<file path="src/rtl/flexsoc_rst_seq.sv">
// rtl/flexsoc_rst_seq.sv - PLL-qualified power-on/system reset sequencer with sticky cause register
module flexsoc_rst_seq #(
    parameter int LOCK_FILTER  = 4,
    parameter int POR_CYCLES   = 16,
    parameter int SYS_CYCLES   = 8,
    parameter int LOCKUP_RESET = 1
) (
    input  logic       hclk,
    input  logic       RESET,
    input  logic       hpll_locked,
    input  logic       tpll_locked,
    input  logic       sysresetreq,
    input  logic       host_rst_req,
    input  logic       lockup,
    input  logic       cause_clr,
    output logic       poreset_n,
    output logic       hreset_n,
    output logic [4:0] rst_cause,
    output logic [1:0] rst_state
);

    typedef enum logic [1:0] {
        WAIT_LOCK = 2'd0,
        POR_HOLD  = 2'd1,
        SYS_HOLD  = 2'd2,
        RUN       = 2'd3
    } state_t;

    localparam logic [3:0] LOCK_MAX = 4'(LOCK_FILTER);
    localparam logic [7:0] POR_LOAD = 8'(POR_CYCLES - 1);
    localparam logic [7:0] SYS_LOAD = 8'(SYS_CYCLES - 1);
    localparam logic       LOCKUP_EN = (LOCKUP_RESET != 0);

    logic [1:0] hsync_q;
    logic [1:0] tsync_q;
    logic [3:0] lock_cnt_q, lock_cnt_d;
    logic [7:0] hold_cnt_q, hold_cnt_d;
    state_t     state_q, state_d;
    logic [4:0] cause_q, cause_d, cause_set;
    logic       poreset_n_q, hreset_n_q;
    logic       lock_ok;
    logic [2:0] req_vec;
    logic       sys_req;

    always_comb begin
        lock_ok    = hsync_q[1] & tsync_q[1];
        req_vec    = {lockup & LOCKUP_EN, host_rst_req, sysresetreq};
        sys_req    = |req_vec;
        lock_cnt_d = '0;
        if (lock_ok) begin
            lock_cnt_d = (lock_cnt_q == LOCK_MAX) ? lock_cnt_q : lock_cnt_q + 4'd1;
        end
        state_d    = state_q;
        hold_cnt_d = hold_cnt_q;
        cause_set  = '0;
        case (state_q)
            WAIT_LOCK: begin
                if (lock_cnt_d == LOCK_MAX) begin
                    state_d    = POR_HOLD;
                    hold_cnt_d = POR_LOAD;
                end
            end
            POR_HOLD: begin
                if (hold_cnt_q == 8'd0) begin
                    state_d    = SYS_HOLD;
                    hold_cnt_d = SYS_LOAD;
                end else begin
                    hold_cnt_d = hold_cnt_q - 8'd1;
                end
            end
            SYS_HOLD: begin
                // A request that is still active keeps the core held and re-records its source.
                if (sys_req) begin
                    hold_cnt_d     = SYS_LOAD;
                    cause_set[4:2] = req_vec;
                end else if (hold_cnt_q == 8'd0) begin
                    state_d = RUN;
                end else begin
                    hold_cnt_d = hold_cnt_q - 8'd1;
                end
            end
            RUN: begin
                if (sys_req) begin
                    state_d        = SYS_HOLD;
                    hold_cnt_d     = SYS_LOAD;
                    cause_set[4:2] = req_vec;
                end
            end
            default: state_d = WAIT_LOCK;
        endcase
        // Lock loss overrides whatever the state logic above decided.
        if (!lock_ok && state_q != WAIT_LOCK) begin
            state_d    = WAIT_LOCK;
            hold_cnt_d = '0;
            cause_set  = 5'b00010;
        end
        cause_d = (cause_clr ? 5'b00000 : cause_q) | cause_set;
    end

    always_ff @(posedge hclk) begin
        if (RESET) begin
            hsync_q     <= '0;
            tsync_q     <= '0;
            lock_cnt_q  <= '0;
            hold_cnt_q  <= '0;
            state_q     <= WAIT_LOCK;
            cause_q     <= 5'b00001;
            poreset_n_q <= 1'b0;
            hreset_n_q  <= 1'b0;
        end else begin
            hsync_q     <= {hsync_q[0], hpll_locked};
            tsync_q     <= {tsync_q[0], tpll_locked};
            lock_cnt_q  <= lock_cnt_d;
            hold_cnt_q  <= hold_cnt_d;
            state_q     <= state_d;
            cause_q     <= cause_d;
            poreset_n_q <= (state_d == SYS_HOLD) || (state_d == RUN);
            hreset_n_q  <= (state_d == RUN);
        end
    end

    assign poreset_n = poreset_n_q;
    assign hreset_n  = hreset_n_q;
    assign rst_cause = cause_q;
    assign rst_state = state_q;

endmodule

</file>
<file path="config.mk">
export PLATFORM = sky130hd
export DESIGN_NAME = flexsoc_rst_seq
export DESIGN_NICKNAME = d
export VERILOG_FILES = /design/src/rtl/flexsoc_rst_seq.sv
export SDC_FILE = /design/constraint.sdc
export NUM_CORES = 1
export LEC_CHECK = 0
export BUFFER_PORTS_ARGS = -buffer_cell sky130_fd_sc_hd__buf_2
export CAP_MARGIN = 25
export CORE_UTILIZATION = 45
export CTS_CLUSTER_SIZE = 12
export DETAILED_ROUTE_END_ITERATION = 16
export GPL_TIMING_DRIVEN = 0
export PLACE_DENSITY_LB_ADDON = 0.08
export SKIP_LAST_GASP = 1
export SLEW_MARGIN = 10
export SYNTH_ARGS = -nofsm -noshare
export SYNTH_HDL_FRONTEND = slang
export SYNTH_SLANG_ARGS = --single-unit
</file>
<file path="constraint.sdc">
create_clock -name hclk -period 4.45 [get_ports hclk]
set_input_delay 0.6675 -clock hclk [delete_from_list [all_inputs] [get_ports hclk]]
set_output_delay 0.6675 -clock hclk [all_outputs]
set_load 0.1 [all_outputs]
</file>
==> impl_metrics.tcl <==
set metrics [dict create \
    syn_area_per_cell_um2 8.82 \
    grt.total_usage_pct 17.1 \
    critical_path_class "flip-flop to flip-flop" \
    final_max_slew_viol_count 0 \
    path_delay_family "compound AO/OA/AOI/OAI gates" \
    min-delay-start "hsync_q[0]$_SDFF_PP0_" \
    slowest_delay_ps 450 \
    antenna_left 0 \
    vias 1035 \
    num_io_pins 17 \
    synth_area_leaders "dfxtp_1 (40%), nor2_1 (5.4%), a21oi_1 (4.4%), ha_1 (4.0%), nand2_1 (3.3%)" \
    ys_seq_area_share_pct 40.0 \
    finClkSkew_ps 6.31 \
    required_ps 4630 \
    clockRootBuffer "clkbuf_4" \
    post_cts_buffers 0 \
    nets 175 \
    cp.buffers_inverters 1 \
    syn_area_um2 1250 \
    p_int_w 0.000424 \
    start_kind "flip-flop" \
    die-area_um2 3000 \
    fp-row-count 18 \
    status "complete, no violations" \
    area_delta_synth_final_pct 11.6 \
    dieHeight_um 54.8 \
    final_util_pct 54.9 \
    antenna_found_initial 0 \
    die_x_um 54.8 \
    layout-drive-gt1-share_pct 23.5 \
    synth.net_count 154 \
    initial_core_util_pct 49.2 \
    viasPerCell 5.39 \
    endpoint_kind "flip-flop" \
    rr_worst_depth 6 \
    core_um2 2540 \
    clk_pin_slew_ps 130 \
    crit_arrival_ps 2200 \
    fin_crit_ps 2020 \
    ys_types 43 \
    htreeDepth 1 \
    dp_hpwl_um 1870 \
    worstReg2RegEnd "hold_cnt_q[4]$_SDFFE_PP0P_" \
    crit-reg2reg-launch "lock_cnt_q[0]$_SDFF_PP0_" \
    clk_latency_ps 310 \
    grt_overflow 0 \
    power.density_nw_per_um2 503 \
    yosysWarnings 0 \
    hold_path.class "flip-flop to flip-flop" \
    avgRoutedWirePerCell_um 12.3 \
    timing.hold.ws_ps 457 \
    cellLeakagePower_nw 0.560 \
    grt_first_pass_wirelength_um 3620 \
    swShare_pct 39.7 \
    tritoncts "yes" \
    cp_slowest_cell "a211oi_4" \
    relSlewSlack_pct 65.0 \
    n_antenna_cell 0 \
    hold_depth 1 \
    drc 0 \
    clock.fmax_mhz 495 \
    cts_num_sinks 25 \
    p_clk_share_pct 13.9 \
    rrSetupSlack_ps 2430 \
    comb_power_share_pct 47.6 \
    min_to "hsync_q[1]$_SDFF_PP0_" \
    numPortBuffers 16 \
    drt_iter0_markers 21 \
    drt-total-wl_um 2350 \
    synth_seq_cells 25 \
    dr.pass1.iters 4 \
    hold_viol_final 0 \
    rsz0062_at_grt "no" \
    synth_top_area_share_pct 40.0 \
    maxCapViolations 0 \
    yosysTopAreaCell "dfxtp_1" \
    cts_resized 0 \
    grt_pass1_vias 847 \
    cts_buffers 3 \
    fin_setup_tns_ps 0 \
    ir_drop_mv 0.311 \
    cts_buffer_depth 2 \
    path_cells "inv_1 -> ha_1 -> nor3_1 -> a31oi_1 -> a211oi_4 -> a311oi_1" \
    grt_max_degree 15 \
    synth_cells 142 \
    cp_max_fo 8 \
    pwr-share-seq_pct 38.5 \
    finalSetupViolations 0 \
    cts_hold_buffers 0 \
    switching_power_w 0.000278 \
    gp_congestion 0.793 \
    fin_crit_sh_pct 45.4 \
    worst_slew_pin_slew_ps 525 \
]
[placed cells by master (no fill, tap or decap), drive strengths merged, types with 3 or more instances in the layout]
cell,instances
nor2,18
nand2,11
a22oi,3
nor3b,3
a31oi,5
a21oi,11
buf,18
clkbuf,5
inv,8
nor3,5
ha,4
dfxtp,25
nor2b,4
o22ai,3
o21ai,7
or2,3
[state kept, by name, indices dropped and copies added, names as in the netlist]
name,count
hold_cnt_q,8
hreset_n,1
hsync_q,2
lock_cnt_q,4
poreset_n,1
rst_cause,5
rst_state,2
tsync_q,2
[routing by layer]
layer	vias to the layer above	routed length, µm	track usage (%)
met4	0	0	2.56
met2	20	1160	30.3
met1	475	1080	19.9
met3	0	104	6.11
met5	-	0	0
li1	540	-	-
[logic make-up after synthesis]
family                   share of synthesized area [%]
AO/OA/AOI/OAI                                     21.3
AND/OR/NAND/NOR                                   27.2
multiplexers                                      1.70
adder cells (fa/ha/maj)                           4.00
XOR/XNOR                                          1.40
buffers and inverters                             4.50
flip-flops                                        40.0
[cell type report]
type / count / area [µm²]
Buffer: 4 / 26.3
Tap cell: 30 / 37.5
Clock buffer: 3 / 22.5
Sequential cell: 25 / 500
Timing Repair Buffer: 16 / 80.1
Multi-Input combinational cell: 105 / 696
Clock inverter: 1 / 5.00
Fill cell: 257 / 1150
Inverter: 8 / 30.0
[power groups by stage]
stage / sequential (W) / clock [W] / combinational [W]
6_report: 0.000270 / 0.0000977 / 0.000334
4_1_cts: 0.000270 / 0.000103 / 0.000336
3_5_place_dp: 0.000276 / 0 / 0.000334
3_3_place_gp: 0.000274 / 0 / 0.000325
5_1_grt: 0.000274 / 0.000113 / 0.000366
2_1_floorplan: 0.000300 / 0 / 0.000247
[worst max path at each step]
| stage | to | slack (ps) | cells after the start | startpoint |
|---|---|---|---|---|
| 3_3_place_gp | hold_cnt_q[4]$_SDFFE_PP0P_ | 2330 | 5 | lockup |
| 2_1_floorplan | hold_cnt_q[3]$_SDFFE_PP0P_ | 2140 | 5 | rst_state[1]$_SDFF_PP0_ |
| 5_1_grt | hold_cnt_q[4]$_SDFFE_PP0P_ | 2330 | 6 | lock_cnt_q[0]$_SDFF_PP0_ |
| 3_5_place_dp | hold_cnt_q[4]$_SDFFE_PP0P_ | 2300 | 5 | lockup |
| 6_report | hold_cnt_q[4]$_SDFFE_PP0P_ | 2430 | 6 | lock_cnt_q[0]$_SDFF_PP0_ |
| 4_1_cts | hold_cnt_q[4]$_SDFFE_PP0P_ | 2430 | 6 | lock_cnt_q[0]$_SDFF_PP0_ |
[metrics by stage]
step           power [W]  instance area (µm²)  worst slack (ps)  std cells
2_1_floorplan   0.000547                 1250              2140        142
3_3_place_gp    0.000600                 1370              2330        188
3_5_place_dp    0.000610                 1370              2300        188
4_1_cts         0.000709                 1400              2430        192
5_1_grt         0.000753                 1400              2330        192
6_report        0.000702                 1400              2430        192
[cell usage after synthesis, drive strengths merged]
master   n
o221a    1
o21a     1
nand3    2
a22oi    3
o21ai    7
and2     2
ha       4
a211oi   1
xnor2    2
mux2i    1
nor2b    4
nor2    18
and3     1
o22ai    3
o32a     1
nand2   11
a31oi    5
o211a    1
a21oi   11
clkbuf   2
or2      3
nor3     5
or3      2
a21boi   1
or4b     1
nor4b    1
and4bb   1
a21o     2
dfxtp   25
nand3b   1
or2b     2
a311oi   1
nor4     1
mux2     1
nor3b    3
inv      8
buf      2
nand2b   1
No activity file was read; power rests on OpenSTA's default activity.
